File: src/rtl/decoder_stream_pkg.sv
// Shared types and helpers for the streaming binary-to-one-hot decoder.
// Holds the occupancy state encoding, error-counter limits and the decode helper.
package decoder_stream_pkg;

   // Number of occupied storage entries in the skid buffer.
   typedef enum logic [1:0] {
      EMPTY = 2'd0,
      ONE   = 2'd1,
      TWO   = 2'd2
   } state_t;

   localparam int ERR_CNT_W = 8;
   localparam logic [ERR_CNT_W-1:0] ERR_CNT_MAX = 8'd255;

   // One bit of the one-hot decode: bit idx is set when the code equals idx.
   // Called once per output bit from a generate loop, so it serves any code width.
   function automatic logic decode_onehot_bit(input logic [31:0] code, input int unsigned idx);
      return (code == 32'(idx));
   endfunction

endpackage

File: src/rtl/decoder_skid_buf.sv
// Generic 2-entry valid/ready skid buffer: a main register drives the output,
// a skid register catches the one beat that arrives while the consumer stalls.
module decoder_skid_buf
   import decoder_stream_pkg::*;
#(
   parameter int DW = 3
) (
   input  logic          clk,
   input  logic          rst,
   input  logic          in_valid,
   output logic          in_ready,
   input  logic [DW-1:0] in_data,
   output logic          out_valid,
   input  logic          out_ready,
   output logic [DW-1:0] out_data
);

   state_t          state_reg, state_next;
   logic [DW-1:0]   main_reg, main_next;
   logic [DW-1:0]   skid_reg, skid_next;
   logic            accept;
   logic            fire;

   // Both flags come straight from the state register, never from out_ready.
   assign in_ready  = (state_reg != TWO);
   assign out_valid = (state_reg != EMPTY);
   assign out_data  = main_reg;

   assign accept = in_valid && in_ready && !rst;
   assign fire   = out_valid && out_ready && !rst;

   always_comb begin
      state_next = state_reg;
      main_next  = main_reg;
      skid_next  = skid_reg;
      unique case (state_reg)
         EMPTY: begin
            if (accept) begin
               state_next = ONE;
               main_next  = in_data;
            end
         end
         ONE: begin
            if (accept && fire) begin
               main_next = in_data;
            end else if (accept) begin
               state_next = TWO;
               skid_next  = in_data;
            end else if (fire) begin
               state_next = EMPTY;
            end
         end
         TWO: begin
            // in_ready is low here, so only the drain path exists.
            if (fire) begin
               state_next = ONE;
               main_next  = skid_reg;
            end
         end
         default: begin
            state_next = EMPTY;
         end
      endcase
   end

   always_ff @(posedge clk) begin
      if (rst) begin
         state_reg <= EMPTY;
         main_reg  <= '0;
         skid_reg  <= '0;
      end else begin
         state_reg <= state_next;
         main_reg  <= main_next;
         skid_reg  <= skid_next;
      end
   end

endmodule

File: src/rtl/decoder_stream.sv
// Streaming binary-to-one-hot decoder with registered, back-pressurable output.
// Unknown input codes become explicit all-zero error beats and are counted.
module decoder_stream
   import decoder_stream_pkg::*;
#(
   parameter int W = 1
) (
   input  logic                 clk,
   input  logic                 rst,
   input  logic                 in_valid,
   output logic                 in_ready,
   input  logic [W-1:0]         in_code,
   input  logic                 in_unk,
   output logic                 out_valid,
   input  logic                 out_ready,
   output logic [(2**W)-1:0]    out,
   output logic                 out_err,
   output logic [ERR_CNT_W-1:0] err_cnt
);

   localparam int N = 2**W;

   logic [N-1:0]         in_onehot;
   logic [N:0]           in_payload;
   logic [N:0]           out_payload;
   logic                 accept;
   logic [ERR_CNT_W-1:0] err_cnt_reg, err_cnt_next;

   // An unknown code forces every select bit low regardless of in_code.
   genvar gi;
   generate
      for (gi = 0; gi < N; gi++) begin : g_dec
         assign in_onehot[gi] = !in_unk && decode_onehot_bit(32'(in_code), gi);
      end
   endgenerate

   assign in_payload = {in_unk, in_onehot};
   assign accept     = in_valid && in_ready && !rst;

   decoder_skid_buf #(
      .DW(N + 1)
   ) u_skid (
      .clk      (clk),
      .rst      (rst),
      .in_valid (in_valid),
      .in_ready (in_ready),
      .in_data  (in_payload),
      .out_valid(out_valid),
      .out_ready(out_ready),
      .out_data (out_payload)
   );

   assign out     = out_payload[N-1:0];
   assign out_err = out_payload[N];

   // Counted at acceptance so the figure does not depend on consumer stalls.
   always_comb begin
      err_cnt_next = err_cnt_reg;
      if (accept && in_unk && (err_cnt_reg != ERR_CNT_MAX)) begin
         err_cnt_next = err_cnt_reg + 1'b1;
      end
   end

   always_ff @(posedge clk) begin
      if (rst) begin
         err_cnt_reg <= '0;
      end else begin
         err_cnt_reg <= err_cnt_next;
      end
   end

   assign err_cnt = err_cnt_reg;

endmodule

File: config.mk
export PLATFORM = sky130hd
export DESIGN_NAME = decoder_stream
export DESIGN_NICKNAME = d
export VERILOG_FILES = /design/src/rtl/decoder_stream_pkg.sv /design/src/rtl/decoder_skid_buf.sv /design/src/rtl/decoder_stream.sv
export SDC_FILE = /design/constraint.sdc
export NUM_CORES = 1
export LEC_CHECK = 0
export CORE_AREA = 2 2 49 51
export CTS_CLUSTER_DIAMETER = 120
export CTS_CLUSTER_SIZE = 20
export DETAILED_ROUTE_END_ITERATION = 10
export DIE_AREA = 0 0 51 53
export PLACE_DENSITY = 0.64
export SYNTH_ARGS = -nofsm -noshare
export SYNTH_HDL_FRONTEND = slang
export SYNTH_HIERARCHICAL = 1
export SYNTH_SLANG_ARGS = --single-unit
File: constraint.sdc
create_clock -name clk -period 1.6 [get_ports clk]
set_input_delay 0.32 -clock clk [delete_from_list [all_inputs] [get_ports clk]]
set_output_delay 0.32 -clock clk [all_outputs]
set_load 0.02 [all_outputs]
==> results of run 1 <==
==> cell type report <==
cell class                      count  area share [%]
Multi-Input combinational cell     69            41.3
Tap cell                           28            3.01
Clock buffer                        4            3.12
Timing Repair Buffer               31            24.0
Sequential cell                    16            27.6
Inverter                            3           0.969
==> critical path: stages (launching register included) <==
cell and delay, ps:
dfxtp_1 360, or2_2 300, clkdlybuf4s15_1 280
==> cell families (layout without fill, tap and decap cells) <==
group                      after synthesis  count (layout)  share of synthesized area (%)
adders and majority gates                1               1                           1.49
muxes                                    5               5                           5.98
buffers and inverters                    6              38                           4.63
and+or+nand+nor                         34              34                           25.7
AOI/OAI and AO/OA                       26              26                           20.8
xor gates and xnor gates                 3               3                           3.14
DFF                                     16              16                           38.3
==> layer usage <==
layer  GRT usage [%]  vias up  share of wire (%)  wire (um)
li1                -      406                  -          -
met1            15.6      356                 44        786
met2            26.8       16                 51        917
met3            2.82        2                4.4         80
met4            6.76        0               0.72         13
met5               0        -                  0          0
==> synthesized netlist by cell type (all sizes together) (2+ instances only) <==
cell | count | share of area [%]
o21ai | 6 | 3.6
inv | 3 | 1.3
a211oi | 6 | 5.4
nand3 | 4 | 2.4
xor2 | 3 | 3.1
dfxtp | 16 | 38
buf | 3 | 3.3
nor2b | 2 | 1.5
or2 | 2 | 1.5
nor2 | 8 | 3.6
nand2 | 4 | 1.8
a21oi | 6 | 3.6
mux2i | 5 | 6.0
nand4 | 2 | 3.3
nand2b | 2 | 1.5
==> timing repair <==
action                                  CTS  global route
buffers inserted                          0             2
endpoints found under the setup margin    8             7
resized for setup                         8             6
pin swaps                                 0             1
==> worst paths after layout <==
check	start	end	slack, ps	depth (start not counted)
max reg2reg	err_cnt[1]	err_cnt[1]	100	5
min reg2reg	u_skid/skid_reg[0]	u_skid/skid_reg[0]	480	2
min	u_skid/skid_reg[0]	u_skid/skid_reg[0]	480	2
max	u_skid/state_reg[1]	out_valid	60	2
==> where the power goes <==
part / internal, uW / total [uW] / leakage, uW / switching [uW]
combinational: 66.7 / 132 / 0.000402 / 65.7
clock: 138 / 263 / 0.0000210 / 125
sequential: 411 / 418 / 0.000130 / 7.46
==> metrics by stage <==
step,instances,setup slack (ps)
floorplan,91,21.4
global placement,145,-169
detailed placement,145,-216
CTS,149,10.4
global route,151,-7.49
finish,151,57.8
==> results_dict.tcl, run 1 <==
set metrics [dict create \
    drt.antenna.violating_nets 0 \
    grt_max_degree 21 \
    grt_first_pass_wirelength_um 2930 \
    antenna_found_initial 0 \
    syn_area_um2 837 \
    cp-start-kind "flop" \
    hp-class "reg -> reg" \
    drive_gt1_share_pct 17.9 \
    htree_levels 1 \
    multiInputGateArea_um2 480 \
    status "finished clean" \
    numCtsBuffers 3 \
    worst_clock_skew_ps 0.471 \
    syn_inst 91 \
    maxCapViolCount 0 \
    ys.flop_type "dfxtp_1" \
    grt_pass1_vias 729 \
    grt_overflow_total 0 \
    gp_congestion 0.792 \
    vdd_drop_max_v 0.000496 \
    synth_nets 98 \
    setup_violations 0 \
    die_w_um 51 \
    core_area_um2 2150 \
    drtPass1Iterations 4 \
    ioPinCount 19 \
    initial_utilization_pct 39.0 \
    diodes 0 \
    fmax_mhz 648 \
    p_per_area_nw_per_um2 700 \
    io_buffers 18 \
    row_count 17 \
    cts_tree "built" \
    cp_max_fo 5 \
    final_core_util_pct 54.1 \
    ys_seq_elements 16 \
    finalSetupTns_ps 0 \
    dieArea_um2 2700 \
    chipHeight_um 53 \
    vias 780 \
    regArea_um2 320 \
    tightestPinTransition_ps 376 \
    relSlewSlack_pct 74.7 \
    drtIter0Drc 13 \
    arrival_ps 1220 \
    syn_to_final_growth_pct 38.9 \
    drv_slew 0 \
    place_area_um2 1110 \
    cts_root_buf "clkbuf_4" \
    grt.total_usage_pct 14.4 \
    viasPerCell 5.17 \
    clkSlewWorstSetupHoldPaths_ps 90 \
    clk_latency_ps 280 \
    fin_area_um2 1160 \
    cts_buffer_depth 2 \
    end_kind "output port" \
    crit_required_ps 1280 \
    yosysUniqueCellTypes 37 \
    async_reset_ff_share_pct 0 \
    final_cell_mix "dfxtp_1 (16), buf_4 (13), nor2_1 (8)" \
    min_period_ps 1540 \
    post-route-period-util_pct 96.4 \
    wirelength_um 1800 \
    synth-edff-count 0 \
    nets 131 \
    fillCellCount 216 \
    drc_errors 0 \
    cts_hold_buf 0 \
    ys_warn_count 6 \
    post_drt_wl_per_cell_um 11.9 \
    largest_reg_flops 8 \
    hold_violations 0 \
    p_leak_uw 0.000553 \
    holdWs_ps 480 \
    cts.sinks 16 \
    power_uw 814 \
    ys_seq_area_share_pct 38.3 \
    final_common_cell "dfxtp_1" \
    critical_path_class "reg -> out" \
    dp_hpwl_um 1380 \
    syn_area_per_cell_um2 9.20 \
]
Power figures use the tool's default switching activity.
==> inputs of run 2 (changes only) <==
==> constraint.sdc (replaced) <==
create_clock -name clk -period 1.6 [get_ports clk]
set_input_delay 0.48 -clock clk [delete_from_list [all_inputs] [get_ports clk]]
set_output_delay 0.48 -clock clk [all_outputs]
set_load 0.02 [all_outputs]
==> run 2 against run 1 <==
Fmax shrank 0.52%. Die area stayed put. Sequential power about the same. Clock skew increased by 2.4 ps. Worst hold slack better by 6.6 ps. Flip-flop and latch count is the same. Worst setup slack got worse by 8.1 ps. Non-clock buffer count up 4. First-iteration DRC count decreased by 7.7%. Core utilization is 0.64 points higher. Clock-buffer cell count down 1. Critical endpoint is now err_cnt[5]. Largest cell class unchanged. Largest power group unchanged.
==> results_dict.tcl, run 2 (synthesis gave the netlist of run 1 again) <==
set metrics [dict create \
    status "finished clean" \
    rr_endpoint "err_cnt[3]" \
    fmax_mhz 645 \
    arrival_ps 1070 \
    end_kind "output port" \
    clkSlewWorstSetupHoldPaths_ps 90 \
    grt_first_pass_wirelength_um 3280 \
    dieArea_um2 2700 \
    instances_no_fill 154 \
    post-route-period-util_pct 96.9 \
    multiInputGateArea_um2 497 \
    drtPass1Iterations 4 \
    grt_pass1_vias 759 \
    htree_levels 1 \
    drv_slew 0 \
    io_buffers 18 \
    drt.antenna.violating_nets 0 \
    die_w_um 51 \
    cpLargestDelayFamily "flip-flops" \
    numCtsBuffers 3 \
    p_per_area_nw_per_um2 648 \
    cp-start-kind "flop" \
    cts.sinks 16 \
    cp_num_cells 1 \
    antenna_found_initial 0 \
    regArea_um2 323 \
    grt_max_degree 21 \
    drc_errors 0 \
    holdWs_ps 487 \
    p_leak_uw 0.000551 \
    grt.total_usage_pct 16.3 \
    fillCellCount 209 \
    vdd_drop_max_v 0.000405 \
    hp-class "reg -> reg" \
    row_count 17 \
    cp_max_fo 5 \
    largest_reg_flops 8 \
    chipHeight_um 53 \
    initial_utilization_pct 39.0 \
    diodes 0 \
    core_area_um2 2150 \
    wirelength_um 2010 \
    place_area_um2 1140 \
    clk_latency_ps 280 \
    final_cell_mix "buf_4 (17), dfxtp_1 (14), dlygate4sd2_1 (10)" \
    rsz0062_at_grt "false" \
    r2r_cells 5 \
    hold_depth 2 \
    grt_overflow_total 0 \
    rr_startpoint "u_skid/state_reg[0]" \
    tightestPinTransition_ps 258 \
    max_stage_delay_ps 430 \
    cts_buffer_depth 2 \
    relSlewSlack_pct 82.6 \
    fin_area_um2 1180 \
    cts_root_buf "clkbuf_4" \
    critPathSlowestCell "dfxtp_1" \
    maxCapViolCount 0 \
    crit_chain "dlygate4sd2_1" \
    critical_path_class "reg -> out" \
    post_drt_wl_per_cell_um 13.0 \
    final_common_cell "buf_4" \
    finalSetupTns_ps 0 \
    hold_violations 0 \
    cp_num_buf_inv 1 \
    nets 135 \
    ioPinCount 19 \
    cts_tree "built" \
    gp_congestion 0.833 \
    power_uw 762 \
    setup_violations 0 \
    worst_clock_skew_ps 2.86 \
    hp-start "u_skid/skid_reg[1]" \
    r2r_slack_ps 160 \
    min_period_ps 1550 \
    viasPerCell 5.27 \
    syn_to_final_growth_pct 40.5 \
    hold_end "u_skid/skid_reg[1]" \
    drive_gt1_share_pct 25.4 \
    drtIter0Drc 12 \
    dp_hpwl_um 1490 \
    vias 812 \
    dp.cells 150 \
    crit_required_ps 1120 \
]
## run 2: changes by cell type in the layout (fill, tap and decap cells not counted), sizes merged
cell,delta
dlymetal6s2s,-1
dlygate4sd2,+3
clkdlybuf4s15,-1
clkbuf,+1
clkdlybuf4s50,-4
buf,+5
## run 2: stage by stage
| step | setup WS (ps) | util (%) |
|---|---|---|
| floorplan | 21.4 | - |
| global placement | -327 | 53.3 |
| detailed placement | -387 | 53.3 |
| CTS | 9.23 | 54.2 |
| global route | 2.18 | 54.7 |
| finish | 49.7 | 54.7 |
## run 2: worst reg2reg max path: stages, from the launching register on
cell and delay (ps):
dfxtp_2 340, nand2b_4 120, and4b_2 290, nand4_4 120, or3_1 390, a21oi_1 120
## run 2: power by group
group,switching (uW),leakage (uW),internal [uW]
Combinational,68.5,0.000407,64.3
Sequential,7.67,0.000131,411
Clock,123,0.0000138,87.3
## run 2: cell type report
cell class	instances	share of cell area (%)
repair buffers	35	24.5
clock buffers	3	1.91
well taps	28	2.98
inverters	3	0.957
multi-input cells	69	42.2
flip-flops and latches	16	27.4
## run 2: worst max-delay path by stage
| stage | startpoint | end | slack, ps |
|---|---|---|---|
| 2_1_floorplan | u_skid/state_reg[0] | err_cnt[5] | 20 |
| 3_3_place_gp | rst | err_cnt[5] | -330 |
| 3_5_place_dp | rst | err_cnt[5] | -390 |
| 4_1_cts | rst | err_cnt[3] | 9 |
| 5_1_grt | err_cnt[5] | err_cnt[5] | 2 |
| 6_report | err_cnt[5] | err_cnt[5] | 50 |
## run 2: routing by layer
| layer | vias to the layer above | GRT usage [%] | wire, um |
|---|---|---|---|
| li1 | 415 | - | - |
| met1 | 371 | 17.8 | 882 |
| met2 | 22 | 29.2 | 1010 |
| met3 | 4 | 3.95 | 81 |
| met4 | 0 | 8.11 | 32 |
| met5 | - | 0 | 0 |
## run 2: repair_timing
action,4_1_cts,5_1_grt
hold buffers,0,0
buffers inserted,1,1
gates resized for setup,19,12
endpoints found under the setup margin,15,11
pin swaps,1,3
cloned,0,0
==> inputs of run 3 (changes only) <==
--- a/config.mk
+++ b/config.mk
@@ -5,12 +5,15 @@
 export SDC_FILE = /design/constraint.sdc
 export NUM_CORES = 1
 export LEC_CHECK = 0
-export CORE_AREA = 2 2 49 51
+export CELL_PAD_IN_SITES_DETAIL_PLACEMENT = 1
+export CELL_PAD_IN_SITES_GLOBAL_PLACEMENT = 1
+export CORE_AREA = 2 2 55 57
+export CTS_BUF_LIST = sky130_fd_sc_hd__clkbuf_16
 export CTS_CLUSTER_DIAMETER = 120
 export CTS_CLUSTER_SIZE = 20
 export DETAILED_ROUTE_END_ITERATION = 10
-export DIE_AREA = 0 0 51 53
-export PLACE_DENSITY = 0.64
+export DIE_AREA = 0 0 57 59
+export PLACE_DENSITY = 0.66
 export SYNTH_ARGS = -nofsm -noshare
 export SYNTH_HDL_FRONTEND = slang
 export SYNTH_HIERARCHICAL = 1
==> run 3 against run 2 <==
Worst setup slack got worse by 4.2 ps. Worst hold slack worse by 8.6 ps. Cell count rose by 3.9%. Critical path type is now reg -> reg.
==> results_dict.tcl, run 3 (synthesis gave the netlist of run 1 again) <==
set metrics [dict create \
    status "finished clean" \
    viasPerCell 5.23 \
    numCtsBuffers 3 \
    finalSetupTns_ps 0 \
    startpoint "u_skid/state_reg[0]" \
    final_cell_mix "buf_4 (19), dfxtp_1 (16), dlygate4sd2_1 (15)" \
    cpLargestDelayFamily "simple AND/OR/NAND/NOR gates" \
    drv_slew 0 \
    hold_violations 0 \
    drc_errors 0 \
    end_kind "flop" \
    grt_overflow_total 0 \
    cp-start-kind "flop" \
    vdd_drop_max_v 0.000424 \
    dp.cells 155 \
    grt.total_usage_pct 15.6 \
    syn_to_final_growth_pct 51.0 \
    io_buffers 18 \
    post-route-period-util_pct 97.2 \
    grt_max_degree 21 \
    tightestPinTransition_ps 279 \
    clk_latency_ps 240 \
    endpoint "err_cnt[1]" \
    crit_required_ps 1730 \
    grt_busiest_layer "met2" \
    worst_clock_skew_ps 2.11 \
    largest_reg_flops 8 \
    cp_num_buf_inv 2 \
    met3_usage_pct 2.62 \
    cp_max_fo 3 \
    min_period_ps 1550 \
    core_area_um2 2710 \
    cts.sinks 16 \
    fmax_mhz 643 \
    cp_num_cells 7 \
    rr_endpoint "err_cnt[1]" \
    setup_violations 0 \
    drive_gt1_share_pct 24.8 \
    r2r_cells 7 \
    drt.antenna.violating_nets 0 \
    r2r_slack_ps 50 \
    hp-class "reg -> reg" \
    p_per_area_nw_per_um2 828 \
    cts_tree "built" \
    rr_startpoint "u_skid/state_reg[0]" \
    cts_root_buf "clkbuf_16" \
    instances_no_fill 160 \
    vias 836 \
    initial_utilization_pct 30.9 \
    arrival_ps 1690 \
    diodes 0 \
    nets 137 \
    critPathSlowestCell "dfxtp_1" \
    htree_levels 1 \
    max_stage_delay_ps 320 \
    cts_buffer_depth 2 \
    drtIter0Drc 9 \
    relSlewSlack_pct 81.3 \
    gp_congestion 0.724 \
    chipHeight_um 59 \
    clkSlewWorstSetupHoldPaths_ps 50 \
    grt_first_pass_wirelength_um 4050 \
    grt_util_met2_pct 30.5 \
    dp_hpwl_um 1780 \
    wirelength_um 2430 \
    use_met1_pct 17.0 \
    cts_hold_buf 0 \
    crit_top_cell "buf_4" \
    row_count 19 \
    crit_chain "nand2b_4, buf_4, and4b_2, buf_4, o21ai_1, mux2i_1, nor2_1" \
    final_common_cell "buf_4" \
    drtPass1Iterations 4 \
    die_w_um 57 \
    dieArea_um2 3360 \
    grt_pass1_vias 882 \
    antenna_found_initial 0 \
    maxCapViolCount 0 \
    post_drt_wl_per_cell_um 15.2 \
    ioPinCount 19 \
    p_leak_uw 0.000567 \
    critical_path_class "reg -> reg" \
]
-- run 3: cell count changes in the layout (fill, tap and decap cells not counted), sizes merged --
cell and change:
dlymetal6s2s -3, dlygate4sd2 +5, buf +2, clkinv +1, clkbuf -2
-- run 3: worst reg2reg max path: cells and delay by family, from the launching register on --
family	cells	cell delay (ps)
compound gates	1	150
mux	1	230
flops	1	320
buf+inv	2	280
simple gates	3	460
-- run 3: layer usage --
layer | share of wire (%) | routed length [um] | vias up
met5 | 0 | 0 | -
met1 | 43 | 1050 | 401
met2 | 54 | 1310 | 13
li1 | - | - | 420
met4 | 0.54 | 13 | 0
met3 | 2.4 | 59 | 2
-- run 3: area by class of cell --
| type | count | area (um2) |
|---|---|---|
| fill | 332 | 1450 |
| multi-input combinational | 69 | 515 |
| sequential | 16 | 320 |
| timing repair buffer | 37 | 299 |
| clock buffer | 3 | 75.1 |
| tap | 31 | 38.8 |
| inverter | 3 | 11.3 |
| clock inverter | 1 | 3.75 |
-- run 3: how the worst min path moves through the flow --
stage	slack (ps)	endpoint	startpoint	depth (start not counted)
2_1_floorplan	450	u_skid/skid_reg[2]	u_skid/skid_reg[2]	2
3_3_place_gp	470	u_skid/skid_reg[1]	u_skid/skid_reg[1]	2
3_5_place_dp	470	u_skid/skid_reg[0]	u_skid/skid_reg[0]	2
4_1_cts	480	u_skid/skid_reg[0]	u_skid/skid_reg[0]	2
5_1_grt	500	u_skid/skid_reg[0]	u_skid/skid_reg[0]	2
6_report	480	u_skid/skid_reg[0]	u_skid/skid_reg[0]	2
-- run 3: repair_timing --
item	4_1_cts	5_1_grt
setup endpoints to repair	16	8
setup buffers	0	1
pin swaps	3	1
cloned	0	0
resized for setup	23	5
-- run 3: per-stage QoR --
stage | area, um2 | total power (uW) | hold WS (ps) | utilization, % | setup WS, ps
after floorplan | 837 | 501 | 453 | - | 21.4
after global placement | 1160 | 567 | 466 | 42.9 | -328
after detailed placement | 1160 | 571 | 470 | 42.9 | -390
after CTS | 1240 | 1060 | 478 | 45.9 | 33.7
after global routing | 1260 | 1090 | 504 | 46.6 | -2.63
final | 1260 | 1050 | 478 | 46.6 | 45.4
-- run 3: report_power, final --
group          leakage (uW)  switching [uW]  internal [uW]  total, uW
clock             0.0000385             158            332        490
sequential         0.000130            8.83            412        421
combinational      0.000398            72.7           63.5        136
